<file path="src/rtl/mem_access_ctrl_pkg.sv">
// Shared Y86 definitions for the memory-stage controller: icodes, status codes
// and the controller FSM encoding.
package mem_access_ctrl_pkg;

   localparam int DATA_WID = 64;
   localparam int ADDR_WID = 4;

   localparam logic [3:0] I_HALT  = 4'h0;
   localparam logic [3:0] I_NOP   = 4'h1;
   localparam logic [3:0] I_RRMOV = 4'h2;
   localparam logic [3:0] I_IRMOV = 4'h3;
   localparam logic [3:0] I_RMMOV = 4'h4;
   localparam logic [3:0] I_MRMOV = 4'h5;
   localparam logic [3:0] I_OPQ   = 4'h6;
   localparam logic [3:0] I_JXX   = 4'h7;
   localparam logic [3:0] I_CALL  = 4'h8;
   localparam logic [3:0] I_RET   = 4'h9;
   localparam logic [3:0] I_PUSH  = 4'hA;
   localparam logic [3:0] I_POP   = 4'hB;

   localparam logic [3:0] STAT_AOK = 4'h1;
   localparam logic [3:0] STAT_HLT = 4'h2;
   localparam logic [3:0] STAT_ADR = 4'h3;
   localparam logic [3:0] STAT_INS = 4'h4;

   typedef enum logic [1:0] {
      MS_IDLE = 2'd0,
      MS_REQ  = 2'd1,
      MS_DONE = 2'd2,
      MS_HALT = 2'd3
   } ms_state_e;

endpackage

</file>
<file path="src/rtl/mem_op_decode.sv">
// Combinational decode of a Y86 instruction into data-memory address, write
// data and access direction.
module mem_op_decode
   import mem_access_ctrl_pkg::*;
#(
   parameter int DATA_W  = DATA_WID,
   parameter int ICODE_W = ADDR_WID
) (
   input  logic [ICODE_W-1:0] icode,
   input  logic [DATA_W-1:0]  val_a,
   input  logic [DATA_W-1:0]  val_e,
   input  logic [DATA_W-1:0]  val_p,
   output logic [DATA_W-1:0]  addr,
   output logic [DATA_W-1:0]  wdata,
   output logic               rd,
   output logic               wr
);

   // Address/data/direction selection per icode.
   always_comb begin
      addr  = '0;
      wdata = '0;
      rd    = 1'b0;
      wr    = 1'b0;
      case (icode)
         I_RMMOV, I_PUSH: begin
            addr  = val_e;
            wdata = val_a;
            wr    = 1'b1;
         end
         I_CALL: begin
            addr  = val_e;
            wdata = val_p;
            wr    = 1'b1;
         end
         I_MRMOV: begin
            addr = val_e;
            rd   = 1'b1;
         end
         I_POP, I_RET: begin
            addr = val_a;
            rd   = 1'b1;
         end
         default: begin
            addr  = '0;
            wdata = '0;
            rd    = 1'b0;
            wr    = 1'b0;
         end
      endcase
   end

endmodule

</file>
<file path="src/rtl/mem_access_ctrl.sv">
// Y86 memory-stage controller: accepts decoded instructions, runs a req/ack
// data-memory access with timeout, and hands valM/status to write-back.
module mem_access_ctrl
   import mem_access_ctrl_pkg::*;
#(
   parameter int DATA_W   = DATA_WID,
   parameter int ICODE_W  = ADDR_WID,
   parameter int MEM_SIZE = 1024,
   parameter int TIMEOUT  = 15
) (
   input  logic               clk,
   input  logic               rst_n,
   input  logic               in_valid,
   output logic               in_ready,
   input  logic [ICODE_W-1:0] in_icode,
   input  logic [ICODE_W-1:0] in_stat,
   input  logic [DATA_W-1:0]  in_valA,
   input  logic [DATA_W-1:0]  in_valE,
   input  logic [DATA_W-1:0]  in_valP,
   output logic               dmem_req,
   output logic               dmem_we,
   output logic [DATA_W-1:0]  dmem_addr,
   output logic [DATA_W-1:0]  dmem_wdata,
   input  logic               dmem_ack,
   input  logic               dmem_err,
   input  logic [DATA_W-1:0]  dmem_rdata,
   output logic               out_valid,
   input  logic               out_ready,
   output logic [ICODE_W-1:0] out_icode,
   output logic [DATA_W-1:0]  out_valE,
   output logic [DATA_W-1:0]  out_valM,
   output logic [ICODE_W-1:0] out_stat,
   output logic               halted
);

   localparam int CNT_W = $clog2(TIMEOUT + 1);
   localparam logic [DATA_W:0] BYTES_C = (DATA_W + 1)'(DATA_W / 8);
   localparam logic [DATA_W:0] LIMIT_C = (DATA_W + 1)'(MEM_SIZE);

   ms_state_e          state_r;
   logic [CNT_W-1:0]   wait_cnt_r;
   logic               rd_r;

   logic [DATA_W-1:0]  dec_addr_s;
   logic [DATA_W-1:0]  dec_wdata_s;
   logic               dec_rd_s;
   logic               dec_wr_s;
   logic [DATA_W:0]    end_addr_s;
   logic               oob_s;
   logic               accept_s;
   logic               launch_req_s;
   logic [ICODE_W-1:0] launch_stat_s;

   mem_op_decode #(
      .DATA_W  (DATA_W),
      .ICODE_W (ICODE_W)
   ) u_decode (
      .icode (in_icode),
      .val_a (in_valA),
      .val_e (in_valE),
      .val_p (in_valP),
      .addr  (dec_addr_s),
      .wdata (dec_wdata_s),
      .rd    (dec_rd_s),
      .wr    (dec_wr_s)
   );

   // One extra bit so an address near the top of the space cannot wrap past the check.
   assign end_addr_s = {1'b0, dec_addr_s} + BYTES_C;
   assign oob_s      = end_addr_s > LIMIT_C;

   assign in_ready = (state_r == MS_IDLE) ||
                     ((state_r == MS_DONE) && out_ready && (out_stat == STAT_AOK));
   assign accept_s = in_valid && in_ready;

   // Status priority for a newly accepted instruction and whether it needs the bus.
   always_comb begin
      launch_stat_s = STAT_AOK;
      launch_req_s  = 1'b0;
      if (in_stat != STAT_AOK) begin
         launch_stat_s = in_stat;
      end else if (in_icode == I_HALT) begin
         launch_stat_s = STAT_HLT;
      end else if ((dec_rd_s || dec_wr_s) && oob_s) begin
         launch_stat_s = STAT_ADR;
      end else if (dec_rd_s || dec_wr_s) begin
         launch_req_s = 1'b1;
      end else begin
         launch_stat_s = STAT_AOK;
      end
   end

   // Controller FSM with registered bus and write-back outputs.
   always_ff @(posedge clk) begin
      if (!rst_n) begin
         state_r    <= MS_IDLE;
         wait_cnt_r <= '0;
         rd_r       <= 1'b0;
         dmem_req   <= 1'b0;
         dmem_we    <= 1'b0;
         dmem_addr  <= '0;
         dmem_wdata <= '0;
         out_valid  <= 1'b0;
         out_icode  <= '0;
         out_valE   <= '0;
         out_valM   <= '0;
         out_stat   <= STAT_AOK;
         halted     <= 1'b0;
      end else begin
         case (state_r)
            MS_IDLE: begin
               out_valid <= 1'b0;
            end
            MS_REQ: begin
               if (dmem_ack && !dmem_err) begin
                  state_r   <= MS_DONE;
                  dmem_req  <= 1'b0;
                  dmem_we   <= 1'b0;
                  out_valid <= 1'b1;
                  out_valM  <= rd_r ? dmem_rdata : '0;
                  out_stat  <= STAT_AOK;
               end else if (dmem_err || (wait_cnt_r == CNT_W'(TIMEOUT - 1))) begin
                  state_r   <= MS_DONE;
                  dmem_req  <= 1'b0;
                  dmem_we   <= 1'b0;
                  out_valid <= 1'b1;
                  out_valM  <= '0;
                  out_stat  <= STAT_ADR;
               end else begin
                  wait_cnt_r <= wait_cnt_r + CNT_W'(1);
               end
            end
            MS_DONE: begin
               if (out_ready && (out_stat != STAT_AOK)) begin
                  state_r   <= MS_HALT;
                  out_valid <= 1'b0;
                  halted    <= 1'b1;
               end else if (out_ready) begin
                  state_r   <= MS_IDLE;
                  out_valid <= 1'b0;
               end else begin
                  out_valid <= 1'b1;
               end
            end
            MS_HALT: begin
               halted    <= 1'b1;
               dmem_req  <= 1'b0;
               out_valid <= 1'b0;
            end
            default: begin
               state_r <= MS_IDLE;
            end
         endcase

         // Launch overrides the per-state defaults; only legal from IDLE or a clean DONE handshake.
         if (accept_s) begin
            state_r    <= launch_req_s ? MS_REQ : MS_DONE;
            wait_cnt_r <= '0;
            rd_r       <= dec_rd_s;
            dmem_req   <= launch_req_s;
            dmem_we    <= launch_req_s && dec_wr_s;
            dmem_addr  <= dec_addr_s;
            dmem_wdata <= dec_wdata_s;
            out_valid  <= !launch_req_s;
            out_icode  <= in_icode;
            out_valE   <= in_valE;
            out_valM   <= '0;
            out_stat   <= launch_stat_s;
         end
      end
   end

endmodule

</file>
<file path="config.mk">
export PLATFORM = sky130hd
export DESIGN_NAME = mem_access_ctrl
export DESIGN_NICKNAME = d
export VERILOG_FILES = /design/src/rtl/mem_access_ctrl_pkg.sv /design/src/rtl/mem_op_decode.sv /design/src/rtl/mem_access_ctrl.sv
export SDC_FILE = /design/constraint.sdc
export NUM_CORES = 1
export LEC_CHECK = 0
export ABC_AREA = 1
export BUFFER_PORTS_ARGS = -buffer_cell sky130_fd_sc_hd__buf_2
export CAP_MARGIN = 20
export CORE_AREA = 8 8 203 205
export DETAILED_ROUTE_END_ITERATION = 8
export DIE_AREA = 0 0 211 213
export PLACE_DENSITY_LB_ADDON = 0.25
export SLEW_MARGIN = 20
export SYNTH_ARGS = -nofsm -noshare
export SYNTH_HDL_FRONTEND = slang
export SYNTH_SLANG_ARGS = --single-unit
export TNS_END_PERCENT = 100
</file>
<file path="constraint.sdc">
create_clock -name clk -period 3.5 [get_ports clk]
set_input_delay 0.175 -clock clk [delete_from_list [all_inputs] [get_ports clk]]
set_output_delay 0.175 -clock clk [all_outputs]
set_load 0.1 [all_outputs]
</file>
# Yosys cells after proc, flatten, opt, wreduce, memory -nomap -nowiden
# Cells that the tools add are included.
dict set report totals {
  regBits 275
  input_bits 270
  output_inout_bits 269
}
dict set report op_classes {
  n_bitwise 3
  n_reduce_logical 33
  mux 39
  n_addsub 2
  eq_ne 16
  order_cmp 1
}
# cell count
set op_table {}
lappend op_table {{one-hot mux 64 bit (2 select lines)} 2}
lappend op_table {{two-way mux 64 bit} 3}
lappend op_table {{adder 64 x 4 -> 65 bit (second input constant)} 1}
lappend op_table {{> comparator 65 x 11 -> 1 bit (second input constant)} 1}
lappend op_table {{== test 4 bit (second input constant)} 5}
lappend op_table {{two-way mux 4 bit} 5}
lappend op_table {{two-way mux 1 bit} 17}
lappend op_table {{two-way mux 2 bit} 8}
lappend op_table {{nonzero test 3 bit} 3}
lappend op_table {{== test 4 x 3 -> 1 bit (second input constant)} 2}
lappend op_table {{inequality test 4 x 1 -> 1 bit (second input constant)} 2}
lappend op_table {{AND reduction 2 bit} 4}
lappend op_table {{OR reduction 2 bit} 4}
lappend op_table {{logical AND 1 bit} 7}
lappend op_table {{AND reduction 3 bit} 2}
lappend op_table {{nonzero test 2 bit} 3}
lappend op_table {{OR reduction 3 bit} 2}
lappend op_table {{adder 4 x 1 -> 4 bit (second input constant)} 1}
lappend op_table {{== test 2 bit (second input constant)} 2}
lappend op_table {{== test 4 x 1 -> 1 bit (second input constant)} 1}
lappend op_table {{zero test 4 bit} 1}
lappend op_table {{inequality test 4 x 3 -> 1 bit (second input constant)} 1}
lappend op_table {{inequality test 4 bit (second input constant)} 1}
lappend op_table {{one-hot mux 1 bit (2 select lines)} 2}
lappend op_table {{other kinds (9)} 14}

# Depth between registers and ports, before layout
# Gate-level depths: netlist of the first run.
dict set report logic_depth {
  ltp_word 11
  mapped_depth 27
  depth_no_buf 27
}

# By module
# A second synthesis of the first run with hierarchy kept.
dict set report hier_totals {
  cells_unflattened 2173
  hier_area_um2 13769.5
}
# mod area_each_um2 cells_per_inst n_inst
set by_module_without_submodules {}
lappend by_module_without_submodules {mem_access_ctrl 12007.8 1740 1}
lappend by_module_without_submodules {mem_op_decode 1761.7 433 1}

# Least setup slack after synthesis of the first run
# Ideal clock, no wire load.
dict set report synth_timing {
  path_type {flip-flop to flip-flop}
  startpoint {register out_stat[0]}
  endpoint {register out_stat[2]}
  required_ns 3.430
  path_slack_ns -0.872
  setup_ns 0.070
  arrival_ns 4.302
  path_stages_with_launch 10
  cell_sequence {dfxtp_1 > and3_1 > inv_1 > o22ai_1 > nand2_1 > clkinv_1 > clkbuf_1 > clkbuf_1 > nand2_1 > a21oi_1}
}
dict set report synth_via {
  elab_chain_cells 6
  word_cells_on_any_way 8
  cone_classes {eq/ne: 1; mux: 1; reduce/logical: 6}
}
# element line
set synth_lines {}
lappend synth_lines {{start, declared} mem_access_ctrl.sv:32} ;# output logic [ICODE_W-1:0] out_stat,
lappend synth_lines {{start signal, assigned} mem_access_ctrl.sv:168} ;# out_stat <= launch_stat_s;
lappend synth_lines {{== test 4 x 1 -> 1 bit (*)} mem_access_ctrl.sv:73} ;# ((state_r == MS_DONE) && out_ready && (out_stat == STAT_AOK));
lappend synth_lines {{logical AND 1 bit (*)} mem_access_ctrl.sv:73}
lappend synth_lines {{logical OR 1 bit (*)} mem_access_ctrl.sv:72} ;# assign in_ready = (state_r == MS_IDLE) ||
lappend synth_lines {{net in_ready} mem_access_ctrl.sv:14} ;# output logic in_ready,
lappend synth_lines {{logical AND 1 bit (*)} mem_access_ctrl.sv:74} ;# assign accept_s = in_valid && in_ready;
lappend synth_lines {{nonzero test 3 bit (no line) or nonzero test 2 bit (tied branches)} -}
lappend synth_lines {{AND reduction 2 bit (no line)} -}
# The timed path passes the listed nets; every way through them passes the cells marked *.
# A chain may end at the register's enable or synchronous reset.

# Worst setup path after layout of the first run
dict set report layout_timing {
  startpoint {input in_icode[1]}
  endpoint {register out_valid}
}
dict set report layout_via {
  elab_chain_cells 11
  word_cells_on_any_way 24
  cone_classes {add/sub: 1; order compare: 1; eq/ne: 6; mux: 8; reduce/logical: 8}
}
# element line
set layout_lines {}
lappend layout_lines {{start, declared} mem_access_ctrl.sv:15} ;# input logic [ICODE_W-1:0] in_icode,
lappend layout_lines {{== test 4 x 3 -> 1 bit or == test 4 bit (tied branches)} mem_op_decode.sv:25} ;# case (icode)
lappend layout_lines {{OR reduction 4 bit (no line) or OR reduction 2 bit (tied branches)} -}
lappend layout_lines {{one-hot mux 64 bit (2 select lines)} mem_op_decode.sv:25}
lappend layout_lines {{adder 64 x 4 -> 65 bit} mem_access_ctrl.sv:69} ;# assign end_addr_s = {1'b0, dec_addr_s} + BYTES_C;
lappend layout_lines {{> comparator 65 x 11 -> 1 bit} mem_access_ctrl.sv:70} ;# assign oob_s = end_addr_s > LIMIT_C;
lappend layout_lines {{logical AND 1 bit} mem_access_ctrl.sv:84} ;# end else if ((dec_rd_s || dec_wr_s) && oob_s) begin
lappend layout_lines {{two-way mux 1 bit} mem_access_ctrl.sv:84}
lappend layout_lines {{two-way mux 1 bit (*)} mem_access_ctrl.sv:82} ;# end else if (in_icode == I_HALT) begin
lappend layout_lines {{two-way mux 1 bit (*)} mem_access_ctrl.sv:80} ;# if (in_stat != STAT_AOK) begin
lappend layout_lines {{zero test 1 bit (*)} mem_access_ctrl.sv:164} ;# out_valid <= !launch_req_s;
lappend layout_lines {{two-way mux 1 bit (*)} mem_access_ctrl.sv:156} ;# if (accept_s) begin
lappend layout_lines {{end signal, assigned} mem_access_ctrl.sv:164}
lappend layout_lines {{end, declared} mem_access_ctrl.sv:27} ;# output logic out_valid,
# Every way passes the cells marked *; elsewhere a longest branch is shown, timed or not.

==> results of run 1 <==
## cell type report
cell class              count  share of cell area, %
diodes                      4                0.04838
multi-input cells        1500                  34.91
inverters                 109                  2.044
clock buffers              44                  4.275
well taps                 518                  3.132
repair buffers            859                  28.48
clock inverters            13                 0.4838
flip-flops and latches    275                  26.63
## power by group
| group | internal, mW | switching, mW |
|---|---|---|
| Sequential | 3.46 | 0.190 |
| Clock | 1.83 | 1.34 |
| Combinational | 0.855 | 3.48 |
## registers in the layout (all words and copies together), names as in the netlist, 2 cells and up
signal      cells
out_valE       64
dmem_wdata     64
dmem_addr      64
state_r         2
wait_cnt_r      4
out_valM       64
out_icode       4
out_stat        4
## per-stage QoR
step	instances	total power [mW]	utilization, %	hold slack, ns	setup TNS, ns
5_1_grt	3319	11.60	54.28	0.02762	-0.002208
4_1_cts	3317	11.20	54.07	0.0001542	0
3_3_place_gp	2986	7.747	44.28	0.4412	-0.7936
3_5_place_dp	2986	7.777	44.29	0.4499	-0.8169
6_report	3322	11.15	54.30	0.03823	0
2_1_floorplan	2010	6.868	-	0.3240	0
## critical path: cells and delay by family
kind	cells	cell delay, ns
compound gates	2	0.34
buf+inv	4	1.13
simple gates	14	2.10
## kinds of logic after synthesis
family / count (synthesis) / synth area share (%)
AND/OR/NAND/NOR: 991 / 31.70
AO/OA/AOI/OAI: 500 / 20.07
flip-flops: 275 / 40.46
buffers and inverters: 235 / 7.107
XOR/XNOR: 6 / 0.3862
adder cells (fa/ha/maj): 3 / 0.2759
## metal layers
layer  up-vias  part of all wire (%)
met3       135                   7.7
met5         -                     0
met2       760                    49
met4         0                   3.0
met1      8151                    40
li1       8279                     -
## cell usage after synthesis (18+ instances only)
library cell               count  share of area (%)
sky130_fd_sc_hd__nand2_1     491                 14
sky130_fd_sc_hd__nor2_1      276                7.6
sky130_fd_sc_hd__dfxtp_1     275                 40
sky130_fd_sc_hd__o21ai_0     208                7.6
sky130_fd_sc_hd__a21oi_1     186                6.8
sky130_fd_sc_hd__clkbuf_1    105                2.9
sky130_fd_sc_hd__inv_1       102                2.8
sky130_fd_sc_hd__nand4_1      89                4.1
sky130_fd_sc_hd__a22oi_1      66                3.6
sky130_fd_sc_hd__nand3_1      56                2.1
sky130_fd_sc_hd__nor2_2       24                1.1
sky130_fd_sc_hd__a31oi_1      23                1.1
sky130_fd_sc_hd__nand2_2      18               0.83
## worst paths after layout
| path | start | to | slack (ns) | cells past startpoint |
|---|---|---|---|---|
| worst max-delay path | in_icode[1] | out_valid | 0.20 | 20 |
| worst min-delay path | in_valA[47] | dmem_addr[47] | 0.04 | 3 |
| worst max register to register | state_r[1] | dmem_addr[22] | 0.41 | 12 |
| worst min register to register | out_valM[45] | out_valM[45] | 0.46 | 2 |
## what timing repair did
action / CTS / global route
setup buffers: 0 / 1
setup endpoints to repair: 0 / 7
endpoints found under the hold margin: 223 / 0
hold buffers: 274 / 0
gates resized for setup: 0 / 19
==> qor.txt, run 1 <==
=====================================================================================
Result of the run ...................................................... complete, no violations
Max Fanout on Critical Path ............................................            9
Final setup vio count ..................................................            0
Maximum root-to-sink buffer count ......................................            3
Number of unique standard cell types used by synthesis .................           42
CP arrival .............................................................      3.77 ns
Max Cap Violations .....................................................            0
CP cell instances ...................................................... dlygate4sd3_1 > buf_2 > o22ai_4 > buf_4 > nand2_1 > nand2_1 > nand2_1 > nor2_1 > nand2_1 > nor2_4 > nand3_2 > nand2_1 > nand2_1 > nor2_1 > nand3_1 > nor3_2 > nand4_2 > buf_4 > o21ai_0 > nor2_1
Die outline height .....................................................       213 um
CP Data Required Time ..................................................      3.97 ns
Post-Syn Instances .....................................................        2,010
Leakage dissipation ....................................................     9.112 nW
Final count of hold timing violations ..................................            0
Worst-skew pair later-pin latency ......................................      0.57 ns
Initial DRT Pass Iterations ............................................            6
Layout fillers .........................................................        3,634
Setup Slack @ Placement ................................................   -0.1621 ns
M3 GR Usage ............................................................       6.033%
Largest stage delay on the critical path ...............................      0.56 ns
CTS Root Buffer Type ................................................... sky130_fd_sc_hd__clkbuf_16
Routed wire length .....................................................    65,100 um
Via count of the routed design .........................................       17,330
Layout Area Growth over Synthesis ......................................       52.05%
Worst vdd rail ir drop .................................................    0.4011 mV
Post-route DRC .........................................................            0
Area occupied by registers ............................................. 0.005509 mm2
Clock Skews ............................................................   0.02140 ns
Actual transition at the worst max-transition pin ......................     1.082 ns
Pins Over Slew Limit ...................................................            0
Nets ...................................................................        3,049
Most common cell type on the critical path ............................. sky130_fd_sc_hd__nand2_1
Sequential element share of the synthesized area .......................       40.46%
Tot GR Track Use .......................................................       27.39%
Detailed router's first-iteration violation count ......................        1,446
Clock period minus worst slack .........................................     3.303 ns
Post-route cell area ...................................................  0.02069 mm2
Final worst slack ......................................................    0.1972 ns
Endpoint class of the critical path ....................................    flip-flop
Headroom to the max-slew limit .........................................       27.73%
Area of the core .......................................................  0.03811 mm2
Power density cells .................................................... 539.0 mW/mm2
Floorplan die width ....................................................       211 um
Yosys warning count ....................................................            0
Buffers added on ports .................................................          538
Vias in the first global route .........................................       17,450
Most frequent standard cell in the layout excluding fill and tap cells . sky130_fd_sc_hd__buf_2
Clock slew at reported path FFs ........................................      0.06 ns
Per-cell via count in the routed design ................................        5.215
Initial standard-cell utilization of the core ..........................       35.71%
Count of flip-flops with a built-in enable after synthesis .............            0
Num ports ..............................................................          539
Critical Setup Path Class .............................................. input pin to flip-flop
Post-synthesis net count ...............................................        2,283
Inserted Clock Buffers .................................................           31
Final ANT Viol Nets ....................................................            0
Number of placement rows ...............................................           72
Cell area after synthesis ..............................................  0.01361 mm2
Highest clock frequency the design can meet ............................    302.8 MHz
Count of state elements after synthesis ................................          275
Share of the clock period used by the worst path after layout ..........       94.36%
TritonCTS clock tree ...................................................         done
Initial antenna violation count ........................................            1
GRT Residual Overflow ..................................................            0
Hold WC Path Type ...................................................... input pin to flip-flop
Multi-input combinational cell area .................................... 0.007223 mm2
Category of the worst setup path launch point ..........................    input pin
Fraction of synthesis flops using an asynchronous set or reset pin .....           0%
Fraction of final layout cells sized beyond drive strength 1 ...........       25.86%
Instance area at placement .............................................  0.01688 mm2
Met1 capacity usage during global routing ..............................       33.12%
Met2 demand-to-capacity share in global routing ........................       47.61%
H-tree Lvls ............................................................            1
Slowest library cell on the worst path ................................. sky130_fd_sc_hd__dlygate4sd3_1
Clock Sink Count .......................................................          275
Detailed placement HPWL ................................................    47,190 um
Average detailed-routed wire length per instance .......................     19.60 um
Pin count of the biggest net entering global routing ...................          111
Highest-utilization routing layer at the global route stage ............         met2
Global-route wire length before repair .................................    98,980 um
Final weighted congestion of routability-driven global placement .......       0.9848
Syn_area_per_cell ......................................................    6.770 um2
Commonest cells after routing, fill and taps aside ..................... 537 x sky130_fd_sc_hd__buf_2, 488 x sky130_fd_sc_hd__nand2_1, 274 x sky130_fd_sc_hd__dfxtp_1, 274 x sky130_fd_sc_hd__dlygate4sd3_1, 266 x sky130_fd_sc_hd__nor2_1
Flip-flop cell with the highest count after synthesis .................. sky130_fd_sc_hd__dfxtp_1
Total die area .........................................................  0.04494 mm2
=====================================================================================
No activity file was read; power rests on OpenSTA's default activity.
==> run 2, diff against run 1 <==
--- a/config.mk
+++ b/config.mk
@@ -8,12 +8,13 @@
 export ABC_AREA = 1
 export BUFFER_PORTS_ARGS = -buffer_cell sky130_fd_sc_hd__buf_2
 export CAP_MARGIN = 20
-export CORE_AREA = 8 8 203 205
+export CORE_AREA = 8 8 202 204
 export DETAILED_ROUTE_END_ITERATION = 8
-export DIE_AREA = 0 0 211 213
-export PLACE_DENSITY_LB_ADDON = 0.25
+export DIE_AREA = 0 0 210 212
+export PLACE_DENSITY_LB_ADDON = 0.1
 export SLEW_MARGIN = 20
 export SYNTH_ARGS = -nofsm -noshare
 export SYNTH_HDL_FRONTEND = slang
+export SYNTH_HIERARCHICAL = 1
 export SYNTH_SLANG_ARGS = --single-unit
 export TNS_END_PERCENT = 100
==> run 2 against run 1 <==
  * Sequential cell count unchanged
  * Design area hardly changed
  * Via count increased by 0.28%
  * Clock skew up 0.0061 ns
  * Critical path type unchanged
  * Routed wire length grew 1.5%
  * First-iteration DRC count rose by 2.8%
==> qor.txt, run 2 <==
=====================================================================================
Tot GR Track Use .......................................................       27.95%   +0.56 points
Hold WC Path Type ...................................................... input pin to flip-flop
Clock slew at reported path FFs ........................................      0.06 ns   about the same
Number of placement rows ...............................................           72   unchanged
Fraction of synthesis flops using an asynchronous set or reset pin .....           0%   unchanged
Floorplan die width ....................................................       210 um   -0.47%
Cell type contributing the most total cell area after synthesis ........ sky130_fd_sc_hd__dfxtp_1
Detailed placement HPWL ................................................    49,180 um   +4.2%
Max Cap Violations .....................................................            0   unchanged
Buffers added on ports .................................................          538   unchanged
H-tree Lvls ............................................................            1   unchanged
Detailed router's first-iteration violation count ......................        1,486   +2.8%
Fraction of final layout cells sized beyond drive strength 1 ...........       24.23%   -1.6 points
Post-synthesis net count ...............................................        2,446   +7.1%
Area of the core .......................................................  0.03793 mm2   -0.47%
Clock Sink Count .......................................................          275   unchanged
CP arrival .............................................................      3.63 ns   -0.14 ns
GRT Residual Overflow ..................................................            0   unchanged
Num ports ..............................................................          539   unchanged
Critical Setup Path Class .............................................. input pin to flip-flop
Average detailed-routed wire length per instance .......................     19.10 um   -2.5%
Ranking of synthesized cells by area ................................... sky130_fd_sc_hd__dfxtp_1 40%, sky130_fd_sc_hd__nand2_1 17%, sky130_fd_sc_hd__nor2_1 13%, sky130_fd_sc_hd__o21ai_0 7.6%, sky130_fd_sc_hd__nand3_1 4.3%
Clock Skews ............................................................   0.02746 ns   +0.006063 ns
Layout Area Growth over Synthesis ......................................       50.32%
Post-CTS Resized .......................................................            0   unchanged
Die outline height .....................................................       212 um   -0.47%
Highest clock frequency the design can meet ............................    321.4 MHz   +6.1%
Top cells by instance count after synthesis ............................ 617 x sky130_fd_sc_hd__nand2_1, 463 x sky130_fd_sc_hd__nor2_1, 275 x sky130_fd_sc_hd__dfxtp_1
Share of the clock period used by the worst path after layout ..........       88.90%   -5.5 points
Inserted Clock Buffers .................................................           31   unchanged
Setup total negative slack .............................................         0 ns   unchanged
Final Power ............................................................     12.50 mW   +12%
RSZ-0062 raised after global routing ...................................           no
Global-route wire length before repair .................................    98,660 um   -0.33%
Worst hold start .......................................................  in_valA[51]
Number of unique standard cell types used by synthesis .................           38   -9.5%
Per-cell via count in the routed design ................................        5.021   -3.7%
Maximum root-to-sink buffer count ......................................            3   unchanged
CP Data Required Time ..................................................      4.02 ns   +0.05 ns
Launch point of the worst path .........................................  in_icode[2]
Endpoint class of the critical path ....................................    flip-flop
Power density cells .................................................... 603.7 mW/mm2   +12%
Final weighted congestion of routability-driven global placement .......       0.9928   +0.81%
Most frequent standard cell in the layout excluding fill and tap cells . sky130_fd_sc_hd__nand2_1
Post-Syn Instances .....................................................        2,173   +8.1%
Post-route DRC .........................................................            0   unchanged
Worst-skew pair later-pin latency ......................................      0.59 ns   +0.02 ns
Initial antenna violation count ........................................            2   +1
Count of flip-flops with a built-in enable after synthesis .............            0   unchanged
Leakage dissipation ....................................................     9.799 nW   +7.5%
Headroom to the max-slew limit .........................................       26.10%   -1.6 points
Post-Route Utilization .................................................       54.58%   +0.28 points
Vias in the first global route .........................................       16,740   -4.0%
Result of the run ...................................................... complete, no violations
Final ANT Viol Nets ....................................................            0   unchanged
Max Fanout on Critical Path ............................................           31   +22
Commonest cells after routing, fill and taps aside ..................... 615 x sky130_fd_sc_hd__nand2_1, 537 x sky130_fd_sc_hd__buf_2, 461 x sky130_fd_sc_hd__nor2_1
Pins Over Slew Limit ...................................................            0   unchanged
Initial standard-cell utilization of the core ..........................       36.31%   +0.60 points
Actual transition at the worst max-transition pin ......................     1.109 ns   +0.02610 ns
CTS Root Buffer Type ................................................... sky130_fd_sc_hd__clkbuf_16
Post-cts hold buffer count .............................................          226   -18%
Total die area .........................................................  0.04452 mm2   -0.94%
Final setup vio count ..................................................            0   unchanged
Proportion of netlist area held by the largest area contributor ........       39.98%   -0.47 points
Top-count cell post-synth .............................................. sky130_fd_sc_hd__nand2_1
Pin count of the biggest net entering global routing ...................          110   -0.90%
Sequential element share of the synthesized area .......................       39.98%   -0.47 points
Category of the worst setup path launch point ..........................    input pin
Routed wire length .....................................................    66,070 um   +1.5%
Clock period minus worst slack .........................................     3.112 ns   -0.1911 ns
Buffers inserted by post-CTS timing repair .............................            0   unchanged
Cell area after synthesis ..............................................  0.01377 mm2   +1.2%
Via count of the routed design .........................................       17,370   +0.28%
Flip-flop cell with the highest count after synthesis .................. sky130_fd_sc_hd__dfxtp_1
Count of state elements after synthesis ................................          275   unchanged
Syn_area_per_cell ......................................................    6.337 um2   -6.4%
Worst vdd rail ir drop .................................................    0.3730 mV   -7.0%
Nets ...................................................................        3,186   +4.5%
Instance area at placement .............................................  0.01733 mm2   +2.7%
Final count of hold timing violations ..................................            0   unchanged
Yosys warning count ....................................................            6   +6
TritonCTS clock tree ...................................................         done
Post-route cell area ...................................................  0.02070 mm2   about the same
Reg-to-reg startpoint ..................................................   state_r[1]
Initial DRT Pass Iterations ............................................            5   -1
Worst Hold Margin ......................................................   0.01003 ns   -0.02821 ns
=====================================================================================
## run 2: cell count changes after synthesis, moves of 11 or more
cell / previous run / this run
sky130_fd_sc_hd__nand3_1: 56 / 117
sky130_fd_sc_hd__buf_2: 2 / 31
sky130_fd_sc_hd__nor2_2: 24 / 10
sky130_fd_sc_hd__a22oi_1: 66 / 0
sky130_fd_sc_hd__inv_1: 102 / 76
sky130_fd_sc_hd__clkbuf_1: 105 / 94
sky130_fd_sc_hd__a31oi_1: 23 / 2
sky130_fd_sc_hd__nand2_1: 491 / 617
sky130_fd_sc_hd__nor2_1: 276 / 463
sky130_fd_sc_hd__nand2_2: 18 / 6
sky130_fd_sc_hd__a21oi_1: 186 / 107
## run 2: where the power goes
group / total [mW] / switching, mW / leakage, nW / internal (mW)
combinational: 5.29 / 4.30 / 7.00 / 0.993
sequential: 3.77 / 0.236 / 2.26 / 3.53
clock: 3.44 / 1.36 / 0.546 / 2.08
## run 2: area by class of cell
type | instances | area (um2)
inverter | 82 | 316.6
antenna | 4 | 10.01
fill | 3822 | 17230
timing repair buffer | 840 | 5669
clock buffer | 51 | 991.0
clock inverter | 7 | 106.4
multi-input combinational | 1683 | 7451
sequential | 275 | 5507
tap | 518 | 648.1
## run 2: critical path: stages
cell	delay, ns
sky130_fd_sc_hd__buf_2	0.12
sky130_fd_sc_hd__inv_1	0.05
sky130_fd_sc_hd__nand2_1	0.14
sky130_fd_sc_hd__nor2_4	0.21
sky130_fd_sc_hd__buf_12	0.21
sky130_fd_sc_hd__nand2_1	0.07
sky130_fd_sc_hd__nand2_1	0.17
sky130_fd_sc_hd__nand2_1	0.13
sky130_fd_sc_hd__nor2_1	0.29
sky130_fd_sc_hd__nand3_1	0.22
sky130_fd_sc_hd__nor2_2	0.25
sky130_fd_sc_hd__nand3_1	0.13
sky130_fd_sc_hd__nor2_1	0.29
sky130_fd_sc_hd__o21ai_0	0.15
sky130_fd_sc_hd__nor2_1	0.15
sky130_fd_sc_hd__nand3_1	0.12
sky130_fd_sc_hd__nor2_1	0.14
sky130_fd_sc_hd__nand2_1	0.13
sky130_fd_sc_hd__nor2_2	0.12
sky130_fd_sc_hd__nand2_1	0.07
sky130_fd_sc_hd__nand2_2	0.10
sky130_fd_sc_hd__nand2_2	0.06
sky130_fd_sc_hd__a21oi_2	0.10
## run 2: worst paths after layout
kind                          to  cells past startpoint  slack (ns)
setup / recovery      state_r[0]                     23        0.39
hold / removal    dmem_wdata[51]                      5        0.01
setup reg to reg  dmem_wdata[35]                     10        0.82
hold reg to reg     out_valM[41]                      2        0.46
## run 2: metal layers
metal / share of wire (%) / GRT usage (%) / vias up / wire [um]
met1: 43 / 35.64 / 8049 / 28110
met2: 47 / 46.99 / 672 / 31010
met4: 3.6 / 9.866 / 0 / 2399
li1: - / - / 8524 / -
met5: 0 / 0 / - / 0
met3: 6.9 / 5.115 / 128 / 4556
## run 2: cell families (layout without fill, tap and decap cells)
kind of cell | Yosys count | after routing | share of synthesized area (%)
simple gates | 1336 | 1336 | 40.38
buf+inv | 215 | 980 | 6.143
fa+ha+maj | 3 | 3 | 0.2726
other cells | 0 | 4 | 0
compound gates | 323 | 323 | 11.89
flops | 275 | 275 | 39.98
xor+xnor | 21 | 21 | 1.336
## run 2: through the flow
step / setup slack [ns] / std cells
after global routing: 0.07786 / 3458
after CTS: 0.3992 / 3456
after global placement: -0.2447 / 3172
after floorplan: 0.01102 / 2173
final: 0.3884 / 3460
after detailed placement: -0.2168 / 3172
==> run 3, diff against run 2 <==
--- a/config.mk
+++ b/config.mk
@@ -8,9 +8,11 @@
 export ABC_AREA = 1
 export BUFFER_PORTS_ARGS = -buffer_cell sky130_fd_sc_hd__buf_2
 export CAP_MARGIN = 20
-export CORE_AREA = 8 8 202 204
+export CELL_PAD_IN_SITES_DETAIL_PLACEMENT = 0
+export CELL_PAD_IN_SITES_GLOBAL_PLACEMENT = 1
+export CORE_MARGIN = 8
+export CORE_UTILIZATION = 33
 export DETAILED_ROUTE_END_ITERATION = 8
-export DIE_AREA = 0 0 210 212
 export PLACE_DENSITY_LB_ADDON = 0.1
 export SLEW_MARGIN = 20
 export SYNTH_ARGS = -nofsm -noshare
==> run 3 against run 2 <==
  * Setup slack worse by 0.17 ns
  * First-iteration DRC count down 13%
  * Critical path depth up 2
  * Core utilization down 3.4 points
  * Critical endpoint unchanged
  * Maximum frequency down 5.2%
  * Critical path type unchanged
  * Die area up 9.0%
  * Clock skew down 0.0083 ns
  * Routed wire length up 4.0%
==> qor.txt, run 3 (synthesis results as in run 2) <==
=====================================================================================
Maximum root-to-sink buffer count ......................................            3   unchanged
Per-cell via count in the routed design ................................        4.931   -1.8%
Reg2Reg Depth ..........................................................           12   +2
Category of the worst setup path launch point ..........................    input pin
Final Power ............................................................     12.78 mW   +2.3%
Pin count of the biggest net entering global routing ...................          123   +12%
Nets ...................................................................        3,228   +1.3%
Hold WC Path Type ...................................................... input pin to flip-flop
Endpoint class of the critical path ....................................    flip-flop
CP arrival .............................................................      3.80 ns   +0.17 ns
Slowest library cell on the worst path ................................. sky130_fd_sc_hd__dlygate4sd3_1
Number of cells on the worst hold path .................................            5   unchanged
Vias in the first global route .........................................       16,460   -1.7%
Cell type group with the largest total delay on the critical path ...... simple AND/OR/NAND/NOR gates
Largest stage delay on the critical path ...............................      0.54 ns   +0.25 ns
Worst hold start .......................................................  in_valA[12]
Num ports ..............................................................          539   unchanged
Fraction of final layout cells sized beyond drive strength 1 ...........       25.87%   +1.6 points
Buffers added on ports .................................................          538   unchanged
Final setup vio count ..................................................            0   unchanged
Worst vdd rail ir drop .................................................    0.3945 mV   +5.7%
TritonCTS clock tree ...................................................         done
Floorplan die width ....................................................     220.3 um   +4.9%
Worst-skew pair later-pin latency ......................................      0.59 ns   about the same
Final count of hold timing violations ..................................            0   unchanged
Pins Over Slew Limit ...................................................            0   unchanged
Most common cell type on the critical path ............................. sky130_fd_sc_hd__nand2_1
Tot GR Track Use .......................................................       26.62%   -1.3 points
Initial antenna violation count ........................................            0   -2
Actual transition at the worst max-transition pin ......................     1.008 ns   -0.1001 ns
Die outline height .....................................................     220.3 um   +3.9%
Initial standard-cell utilization of the core ..........................       33.12%   -3.2 points
Final weighted congestion of routability-driven global placement .......       0.9125   -8.1%
CP Data Required Time ..................................................      4.01 ns   about the same
Initial DRT Pass Iterations ............................................            5   unchanged
Layout Area Growth over Synthesis ......................................       54.43%
Worst Hold Margin ......................................................   0.02304 ns   +0.01301 ns
Critical Setup Path Class .............................................. input pin to flip-flop
Instance area at placement .............................................  0.01752 mm2   +1.1%
Post-route DRC .........................................................            0   unchanged
Clock Skews ............................................................   0.01919 ns   -0.008272 ns
Clock slew at reported path FFs ........................................      0.06 ns   about the same
Clock period minus worst slack .........................................     3.281 ns   +0.1696 ns
Critical register-to-register path endpoint ............................ out_valM[16]
Average detailed-routed wire length per instance .......................     19.52 um   +2.2%
Number of placement rows ...............................................           75   +4.2%
Post-Route Utilization .................................................       51.15%   -3.4 points
Detailed router's first-iteration violation count ......................        1,292   -13%
Routed wire length .....................................................    68,680 um   +4.0%
Max Cap Violations .....................................................            0   unchanged
Clock Sink Count .......................................................          275   unchanged
Total die area .........................................................  0.04852 mm2   +9.0%
Result of the run ...................................................... complete, no violations
Number of antenna repair diodes ........................................            0   -4
Max Fanout on Critical Path ............................................           13   -58%
Area of the core .......................................................  0.04157 mm2   +9.6%
Via count of the routed design .........................................       17,350   -0.12%
CTS Root Buffer Type ................................................... sky130_fd_sc_hd__clkbuf_16
Final ANT Viol Nets ....................................................            0   unchanged
Commonest cells after routing, fill and taps aside ..................... 609 x sky130_fd_sc_hd__nand2_1, 537 x sky130_fd_sc_hd__buf_2, 447 x sky130_fd_sc_hd__nor2_1
Detailed placement HPWL ................................................    52,030 um   +5.8%
Global-route wire length before repair .................................   100,500 um   +1.9%
GRT Residual Overflow ..................................................            0   unchanged
Headroom to the max-slew limit .........................................       32.77%   +6.7 points
Worst Path Buf+Inv .....................................................            6   +3
Setup slack of the worst register-to-register path .....................      1.28 ns   +0.46 ns
Highest clock frequency the design can meet ............................    304.8 MHz   -5.2%
Power density cells .................................................... 601.2 mW/mm2   -0.40%
Reg-to-reg startpoint .................................................. wait_cnt_r[0]
Share of the clock period used by the worst path after layout ..........       93.75%   +4.8 points
Hold Path End .......................................................... dmem_wdata[12]
Inserted Clock Buffers .................................................           31   unchanged
Layout fillers .........................................................        4,293   +12%
Leakage dissipation ....................................................     10.05 nW   +2.5%
Most frequent standard cell in the layout excluding fill and tap cells . sky130_fd_sc_hd__nand2_1
Post-route cell area ...................................................  0.02126 mm2   +2.7%
H-tree Lvls ............................................................            1   unchanged
=====================================================================================
==> run 3: timing repair <==
item                                   4_1_cts  5_1_grt
endpoints found under the hold margin      199        0
buffers inserted                             0        2
setup endpoints to repair                    0        6
resized for setup                            0       31
hold buffers                               240        0
==> run 3: worst max path at each step <==
| stage | start | cells after the start | slack [ns] | endpoint |
|---|---|---|---|---|
| final | in_icode[1] | 25 | 0.22 | state_r[0] |
| after global routing | in_icode[1] | 24 | -0.008 | out_valid |
| after CTS | in_icode[1] | 23 | 0.1 | state_r[0] |
| after detailed placement | in_icode[3] | 24 | -0.20 | state_r[0] |
| after global placement | in_icode[2] | 26 | -0.32 | out_stat[1] |
| after floorplan | out_stat[0] | 9 | 0.01 | out_valM[34] |
==> run 3: routing by layer <==
layer  share of wire, %  wire length [um]  GRT usage, %
met1                 42             28510         32.95
met2                 49             33430         46.65
met3                6.7              4587         4.839
met4                3.1              2160         7.789
met5                  0                 0             0
==> run 3: stage by stage <==
step,setup TNS (ns),setup WS [ns],cells
after floorplan,0,0.01102,2173
after global placement,-1.614,-0.3172,3218
after detailed placement,-0.9959,-0.1972,3218
after CTS,0,0.09758,3516
after global routing,-0.008144,-0.008107,3519
final,0,0.2187,3519
==> run 3: report_power, final <==
group          leakage [nW]  internal (mW)  switching [mW]
Clock                 0.588           2.33            1.38
Combinational          7.20           1.00            4.30
Sequential             2.26           3.53           0.245
Total                  10.0           6.86            5.92
==> run 3: final cells by class <==
class | count | area [um2] | share of cell area (%)
clock inverter | 13 | 234.0 | 1.100
inverter | 82 | 315.3 | 1.483
clock buffer | 45 | 949.7 | 4.466
tap | 539 | 674.4 | 3.172
sequential | 275 | 5509 | 25.91
multi-input combinational | 1683 | 7557 | 35.54
timing repair buffer | 882 | 6025 | 28.33
==> run 3: worst min-delay path, delay by kind of cell <==
family                 cells  cell delay (ns)
AND/OR/NAND/NOR            3             0.18
buffers and inverters      1             0.14
AO/OA/AOI/OAI              1             0.07
